`src/rtl/des_round_controller.sv`:
```
// des_round_controller
//   Sequences one DES block through the 16 rounds of a shared round-function
//   datapath. Owns the C/D key-schedule registers and emits the L/R load and
//   round-update strobes, round number and output handshake.
//
// Ports
//   Clk        in   clock, rising edge
//   Rst        in   synchronous active-high reset
//   Start      in   request one block (honoured only in IDLE)
//   Decrypt    in   direction latched with an accepted Start (1 = decrypt)
//   Key_In     in   56-bit post-PC-1 key, [56:29] = C, [28:1] = D
//   Stall      in   datapath not ready, holds the current round (STALL_EN=1)
//   Out_Ready  in   consumer takes the finished block
//   Load_Data  out  comb, datapath loads IP(block) on this edge
//   Round_En   out  comb, datapath updates L/R on this edge
//   Round_Num  out  current round 0..15
//   Last_Round out  round 15 active, datapath suppresses the swap
//   Key_C      out  C half of the current round's subkey
//   Key_D      out  D half of the current round's subkey
//   Busy       out  controller not idle
//   Out_Valid  out  registered, finished block present on datapath output
module des_round_controller #(
    parameter int unsigned STALL_EN   = 1,
    parameter int unsigned NUM_ROUNDS = 16
) (
    input  logic         Clk,
    input  logic         Rst,
    input  logic         Start,
    input  logic         Decrypt,
    input  logic [56:1]  Key_In,
    input  logic         Stall,
    input  logic         Out_Ready,
    output logic         Load_Data,
    output logic         Round_En,
    output logic [3:0]   Round_Num,
    output logic         Last_Round,
    output logic [27:0]  Key_C,
    output logic [27:0]  Key_D,
    output logic         Busy,
    output logic         Out_Valid
);

    typedef enum logic [1:0] {
        S_IDLE,
        S_ROUND,
        S_OUT
    } state_t;

    localparam logic [3:0] LAST_ROUND = 4'(NUM_ROUNDS - 1);

    state_t      state_q, state_d;
    logic [3:0]  round_q, round_d;
    logic [27:0] c_q, c_d;
    logic [27:0] d_q, d_d;
    logic        dec_q, dec_d;
    logic        valid_q, valid_d;
    logic        stall_gate;

    // DES shift table: s[i] is 1 for i in {1,2,9,16}, else 2.
    function automatic logic shift_is_one(input logic [4:0] idx);
        return (idx == 5'd1) || (idx == 5'd2) || (idx == 5'd9) || (idx == 5'd16);
    endfunction

    function automatic logic [27:0] rotl28(input logic [27:0] x, input logic one);
        return one ? {x[26:0], x[27]} : {x[25:0], x[27:26]};
    endfunction

    function automatic logic [27:0] rotr28(input logic [27:0] x, input logic one);
        return one ? {x[0], x[27:1]} : {x[1:0], x[27:2]};
    endfunction

    assign stall_gate = Stall & (STALL_EN != 0);

    always_comb begin
        state_d   = state_q;
        round_d   = round_q;
        c_d       = c_q;
        d_d       = d_q;
        dec_d     = dec_q;
        valid_d   = valid_q;
        Load_Data = 1'b0;
        Round_En  = 1'b0;

        case (state_q)
            S_IDLE: begin
                if (Start) begin
                    Load_Data = 1'b1;
                    state_d   = S_ROUND;
                    round_d   = '0;
                    dec_d     = Decrypt;
                    // Decrypt starts at K16, whose total rotation of 28 is
                    // the unrotated PC-1 key.
                    if (Decrypt) begin
                        c_d = Key_In[56:29];
                        d_d = Key_In[28:1];
                    end else begin
                        c_d = rotl28(Key_In[56:29], 1'b1);
                        d_d = rotl28(Key_In[28:1], 1'b1);
                    end
                end
            end
            S_ROUND: begin
                if (!stall_gate) begin
                    Round_En = 1'b1;
                    if (round_q == LAST_ROUND) begin
                        state_d = S_OUT;
                        valid_d = 1'b1;
                    end else begin
                        round_d = round_q + 4'd1;
                        // Encrypt moves forward to K(r+2); decrypt undoes the
                        // shift that produced K(16-r).
                        if (dec_q) begin
                            c_d = rotr28(c_q, shift_is_one(5'd16 - {1'b0, round_q}));
                            d_d = rotr28(d_q, shift_is_one(5'd16 - {1'b0, round_q}));
                        end else begin
                            c_d = rotl28(c_q, shift_is_one({1'b0, round_q} + 5'd2));
                            d_d = rotl28(d_q, shift_is_one({1'b0, round_q} + 5'd2));
                        end
                    end
                end
            end
            S_OUT: begin
                if (Out_Ready) begin
                    state_d = S_IDLE;
                    valid_d = 1'b0;
                end
            end
            default: state_d = S_IDLE;
        endcase

        // Reset wins: no datapath strobes on an edge that resets the block.
        if (Rst) begin
            Load_Data = 1'b0;
            Round_En  = 1'b0;
        end
    end

    always_ff @(posedge Clk) begin
        if (Rst) begin
            state_q <= S_IDLE;
            round_q <= '0;
            c_q     <= '0;
            d_q     <= '0;
            dec_q   <= 1'b0;
            valid_q <= 1'b0;
        end else begin
            state_q <= state_d;
            round_q <= round_d;
            c_q     <= c_d;
            d_q     <= d_d;
            dec_q   <= dec_d;
            valid_q <= valid_d;
        end
    end

    assign Round_Num  = round_q;
    assign Last_Round = (state_q == S_ROUND) && (round_q == LAST_ROUND);
    assign Key_C      = c_q;
    assign Key_D      = d_q;
    assign Busy       = (state_q != S_IDLE);
    assign Out_Valid  = valid_q;

endmodule

```
`config.mk`:
```
export PLATFORM = sky130hd
export DESIGN_NAME = des_round_controller
export DESIGN_NICKNAME = d
export VERILOG_FILES = /design/src/rtl/des_round_controller.sv
export SDC_FILE = /design/constraint.sdc
export NUM_CORES = 1
export LEC_CHECK = 0
export CAP_MARGIN = 20
export CORE_ASPECT_RATIO = 1.2
export CORE_MARGIN = 2
export CORE_UTILIZATION = 48
export CTS_CLUSTER_SIZE = 28
export DETAILED_ROUTE_END_ITERATION = 10
export PLACE_DENSITY = 0.78
export SYNTH_ARGS = -nofsm -noshare
export SYNTH_HDL_FRONTEND = slang
export SYNTH_SLANG_ARGS = --single-unit
```
`constraint.sdc`:
```
create_clock -name Clk -period 5.08 [get_ports Clk]
set_clock_uncertainty 0.05 [all_clocks]
set_input_delay 1.27 -clock Clk [delete_from_list [all_inputs] [get_ports Clk]]
set_output_delay 1.27 -clock Clk [all_outputs]
set_load 0.02 [all_outputs]
```
==> metrics.yaml, run 1 <==
period_needed_ns: 3.91
timing.rr.start: "Round_Num[1]"
endpoint_kind: "output pin"
holdWs_ns: 0.431
utilization_pct: 63.2
fp.dieW_um: 97.8
hold-path-endpoint: "Out_Valid"
slowest_delay_ns: 0.61
p_int_mw: 1.29
slew_viol_final: 0
vias_per_cell: 6.36
slew_headroom_pct: 28.1
holdCritStartpoint: "Out_Valid"
die_y_um: 117
cp.required_ns: 3.76
cts_root_buffer: "clkbuf_16"
r2r-end: "Key_C[15]"
synth_nets: 712
syn2layout_area_growth_pct: 29.8
start_util_pct: 48.7
power.density_nw_per_um2: 294
yosys_warnings: 0
pre_cts_slack_ns: 1.19
drt-initial-drc-count: 368
track_usage_pct: 26.0
synth_area_um2: 5070
startpoint_type: "primary input"
antenna_found_initial: 0
first_pass_iters: 5
dpl_cell_area_um2: 6220
max_freq_mhz: 256
post_drt_wl_per_cell_um: 18.2
cts_hold_buf: 0
synthFlopType: "dfxtp_1"
cts_tree: "done"
instances_no_fill: 856
drive_gt1_share_pct: 7.02
worst_slack_ns: 1.17
clockBufferDepth: 2
dp_hpwl_um: 9390
finalPower_mw: 1.93
cpMostUsedCell: "clkdlybuf4s50_1"
tns_ns: 0
synthCells: 643
path_buf_inv: 2
ys_seq_area_share_pct: 25.3
path_max_fanout: 3
finalSetupViolCount: 0
use_met3_pct: 4.85
htree_levels: 3
grt_max_degree: 64
fin_crit_sh_pct: 77.0
post_cts_buffers: 0
dp.cells: 839
vias: 5441
grt_pass1_wl_um: 25000
num_rows: 41
status: "finished, final reports clean"
ys_seq_elements: 64
clock_power_share_pct: 35.2
netSwitchingFraction_pct: 33.1
rrSetupSlack_ns: 1.88
port_buffers: 126
synthDistinctLibCells: 36
drc: 0
cts.reportedPaths.clkPinSlew_ns: 0.06
grt_pass1_vias: 5244
overflow: 0
combPwrFrac_pct: 31.4
leakagePower_nw: 2.43
hold_viol: 0
crit_type: "primary input to output pin"
core_area_um2: 10400
ir_drop_v: 0.000194
grt-busiest-layer: "met2"
gp_congestion: 0.810
postSynthAreaPerCell_um2: 7.88
rsz0062_at_grt: "false"
arrival_ns: 2.59
synth_edf_count: 0
max-cap-violations: 0
ant_nets: 0
met1_usage_pct: 31.6
met2_usage_pct: 46.7
worstPathCellList: "clkdlybuf4s50_1 > nand2_1 > nor2_1 > clkdlybuf4s50_1"
die_area_um2: 11400
path_delay_family: "buffers and inverters"
nets: 792
clk_latency_ns: 0.32
n_fill_cell: 898
post_cts_resized: 0
r2r_cells: 6
antenna-diode-count: 0
synthArstFlopShare_pct: 0
routed_wl_um: 15600
slowest_stage: "clkdlybuf4s50_1"
cts_buffers: 9
holdCritPathClass: "flop to flop"
p_switching_mw: 0.640
cts_num_sinks: 64
seq_power_share_pct: 33.4
final_area_um2: 6580
tightest_slew_ns: 1.08
io_pins: 127
hold_depth: 2
cp.depth: 4
-- cells in the final DEF, fill, tap and decap left out, types with 2 or more instances in the layout --
| cell | Yosys | final |
|---|---|---|
| mux2_1 | 40 | 40 |
| a31oi_1 | 56 | 56 |
| nor3_1 | 4 | 4 |
| ha_1 | 7 | 7 |
| buf_4 | 2 | 7 |
| clkbuf_8 | 0 | 2 |
| mux2i_1 | 57 | 57 |
| clkdlybuf4s50_1 | 0 | 124 |
| nand3_1 | 2 | 2 |
| nor2_1 | 10 | 9 |
| mux2_2 | 16 | 16 |
| dfxtp_1 | 64 | 63 |
| inv_1 | 6 | 6 |
| a221oi_1 | 57 | 57 |
| nand2b_1 | 4 | 3 |
| and3_1 | 2 | 2 |
| buf_12 | 4 | 2 |
| nand2_1 | 120 | 119 |
| o21ai_0 | 56 | 56 |
| a21oi_1 | 62 | 62 |
| bufinv_16 | 0 | 2 |
| clkbuf_16 | 0 | 9 |
-- power groups by stage --
stage               combinational [mW]  clock [mW]  sequential (mW)
detailed placement               0.595           0            0.650
global placement                 0.585           0            0.648
global route                     0.654       0.708            0.655
CTS                              0.598       0.683            0.640
finish                           0.607       0.681            0.644
floorplan                        0.351           0            0.686
-- synthesized netlist by cell type, drive strengths merged, types with 7 or more instances --
cell	count	share of area, %
nand2	120	8.9
dfxtp	64	25
a21oi	62	6.1
a221oi	57	9.9
mux2i	57	11
a31oi	56	6.9
mux2	56	12
o21ai	56	5.5
clkbuf	36	2.7
buf	29	4.1
nor2	10	0.74
ha	7	1.7
-- worst register-to-register path, delay by kind of cell, from the launching register on --
kind | cells | cell delay (ns)
and+or+nand+nor | 1 | 0.98
buffers and inverters | 1 | 0.15
DFF | 1 | 0.50
AOI/OAI and AO/OA | 3 | 1.09
adders and majority gates | 1 | 0.33
-- sequential cells by signal, indices dropped and copies added (netlist names) --
register and count:
state_q 2, Out_Valid 1, Key_D 28, dec_q 1, Key_C 28, Round_Num 4
-- routing by layer --
layer  up-vias  share of wire (%)  wire (µm)
li1       2583                  -          -
met1      2616                 41       6430
met2       225                 51       7900
met3        17                6.8       1060
met4         0                1.1        178
met5         -                  0          0
-- cell type report --
class | count | area, µm² | area share, %
sequential | 64 | 1280 | 19.5
multi-input combinational | 508 | 3450 | 52.5
clock inverter | 3 | 65.1 | 0.989
tap | 129 | 161 | 2.45
timing repair buffer | 134 | 1340 | 20.3
clock buffer | 12 | 256 | 3.90
inverter | 6 | 22.5 | 0.342
-- kinds of logic (layout without fill, tap and decap cells) --
group | after synthesis | count (layout) | synth area share, %
and+or+nand+nor | 149 | 149 | 12.0
DFF | 64 | 64 | 25.3
muxes | 113 | 113 | 23.7
xor gates and xnor gates | 2 | 2 | 0.346
AOI/OAI and AO/OA | 237 | 237 | 29.7
buffers and inverters | 71 | 155 | 7.26
adders and majority gates | 7 | 7 | 1.73
-- how the worst max path moves through the flow --
stage,startpoint,to,slack (ns)
final,Start,Load_Data,1.17
after global routing,Start,Load_Data,1.08
after CTS,Start,Load_Data,1.18
after detailed placement,Start,Load_Data,1.19
after global placement,Stall,Round_En,1.21
after floorplan,Rst,Round_En,1.60
(Power assumes the default switching activity.)
==> run 2: changes to the inputs <==
==> constraint.sdc (replaced) <==
create_clock -name Clk -period 4.09 [get_ports Clk]
set_clock_uncertainty 0.05 [all_clocks]
set_input_delay 1.0225 -clock Clk [delete_from_list [all_inputs] [get_ports Clk]]
set_output_delay 1.0225 -clock Clk [all_outputs]
set_load 0.02 [all_outputs]
==> run 2 against run 1 <==
Hold slack better by 0.015 ns. Wire length shrank 2.1%. Non-clock buffer count up 2. First-iteration DRC count grew 24%. Sequential share of layout area is 0.13 points higher. Final area decreased by 0.67%. Sequential power is 24% higher. Register-to-register slack worse by 0.84 ns. Critical path depth fell by 1. Global-route usage is essentially flat. Combinational power up 23%. Count of clock-buffer cells in the layout decreased by 1. Critical path type unchanged. Largest cell class unchanged. Largest power group is now sequential cells.
==> metrics.yaml, run 2 (same netlist as run 1, synthesis figures left out) <==
post_cts_resized: 0
first_pass_iters: 6
status: "finished, final reports clean"
cpMostUsedCell: "clkdlybuf4s50_1"
holdCritStartpoint: "Out_Valid"
cts_buffers: 9
leakagePower_nw: 2.41
die_area_um2: 11400
overflow: 0
crit_type: "primary input to output pin"
cts_tree: "done"
slew_headroom_pct: 37.0
worst_slack_ns: 0.692
num_rows: 41
rrSetupSlack_ns: 1.04
dp_hpwl_um: 9500
vias: 5428
finalPower_mw: 2.30
cts_num_sinks: 64
startpoint_type: "primary input"
gp_congestion: 0.816
fin_crit_sh_pct: 83.1
power.density_nw_per_um2: 353
antenna-diode-count: 0
finalSetupViolCount: 0
cts_root_buffer: "clkbuf_16"
drt-initial-drc-count: 458
r2r_cells: 7
arrival_ns: 2.33
pre_cts_slack_ns: 0.708
grt_pass1_wl_um: 25000
use_met3_pct: 4.19
routed_wl_um: 15200
rsz0062_at_grt: "false"
max_freq_mhz: 294
core_area_um2: 10400
cts_hold_buf: 0
path_max_fanout: 5
met1_usage_pct: 31.7
track_usage_pct: 26.0
hold-path-endpoint: "Out_Valid"
grt_max_degree: 63
period_needed_ns: 3.40
ir_drop_v: 0.000228
start_util_pct: 48.7
slowest_stage: "clkdlybuf4s50_1"
fp.dieW_um: 97.8
post_cts_buffers: 0
nets: 794
io_pins: 127
final_cell_mix: "124 x clkdlybuf4s50_1, 119 x nand2_1, 63 x dfxtp_1"
htree_levels: 3
endpoint_kind: "output pin"
slowest_delay_ns: 0.63
timing.rr.start: "Round_Num[1]"
max-cap-violations: 0
drc: 0
holdCritPathClass: "flop to flop"
vias_per_cell: 6.33
grt_pass1_vias: 5328
clk_latency_ns: 0.33
path_delay_family: "buffers and inverters"
post_drt_wl_per_cell_um: 17.8
port_buffers: 126
syn2layout_area_growth_pct: 29.0
cp.required_ns: 3.02
cts.reportedPaths.clkPinSlew_ns: 0.05
ant_nets: 0
hold_depth: 2
slew_viol_final: 0
tns_ns: 0
hold_viol: 0
drive_gt1_share_pct: 7.27
worstPathCellList: "clkdlybuf4s50_1 > nor3_1 > clkdlybuf4s50_1"
met2_usage_pct: 46.2
r2r-end: "Key_D[15]"
antenna_found_initial: 0
path_buf_inv: 2
clockBufferDepth: 2
layout_commonest_cell: "clkdlybuf4s50_1"
n_fill_cell: 930
die_y_um: 117
tightest_slew_ns: 0.944
grt-busiest-layer: "met2"
-- run 2: cell types whose count changed in the layout (fill, tap and decap cells not counted) --
cell | before | now
buf_12 | 2 | 0
buf_4 | 7 | 11
clkbuf_8 | 2 | 1
clkinv_2 | 1 | 3
bufinv_16 | 2 | 1
-- run 2: power by group --
| group | internal [mW] | switching (mW) |
|---|---|---|
| combinational | 0.352 | 0.394 |
| sequential | 0.687 | 0.113 |
| clock | 0.482 | 0.275 |
| total | 1.52 | 0.782 |
-- run 2: worst max-delay path by stage --
stage	from	end	slack, ns	depth (start not counted)
after CTS	Stall	Round_En	0.69	3
final	Stall	Round_En	0.69	3
after global placement	Stall	Round_En	0.71	3
after global routing	Start	Load_Data	0.63	4
after floorplan	Rst	Round_En	1.10	3
after detailed placement	Stall	Round_En	0.71	3
-- run 2: metal layers --
layer / wire length, µm / share of wire, %
met5: 0 / 0
met4: 193 / 1.3
met3: 1130 / 7.4
met2: 7630 / 50
met1: 6300 / 41
-- run 2: cell type report --
cell class | instances | area, µm² | share of cell area [%]
clock buffers | 11 | 243 | 3.71
clock inverters | 4 | 45.0 | 0.689
inverters | 6 | 22.5 | 0.345
multi-input cells | 508 | 3450 | 52.8
flip-flops and latches | 64 | 1280 | 19.6
well taps | 129 | 161 | 2.47
repair buffers | 136 | 1330 | 20.3
-- run 2: tightest hold or removal path: cells and delay by family, from the launching register on --
| family | cells | cell delay [ns] |
|---|---|---|
| AO/OA/AOI/OAI | 1 | 0.07 |
| buffers and inverters | 1 | 0.05 |
| flip-flops | 1 | 0.31 |
-- run 2: per-stage QoR --
step	instance area (µm²)	hold WS (ns)	cells	util [%]
detailed placement	6250	0.427	843	60.0
global placement	6250	0.410	843	60.0
CTS	6540	0.444	858	62.8
global route	6540	0.475	858	62.8
finish	6540	0.446	858	62.8
floorplan	5070	0.493	643	-
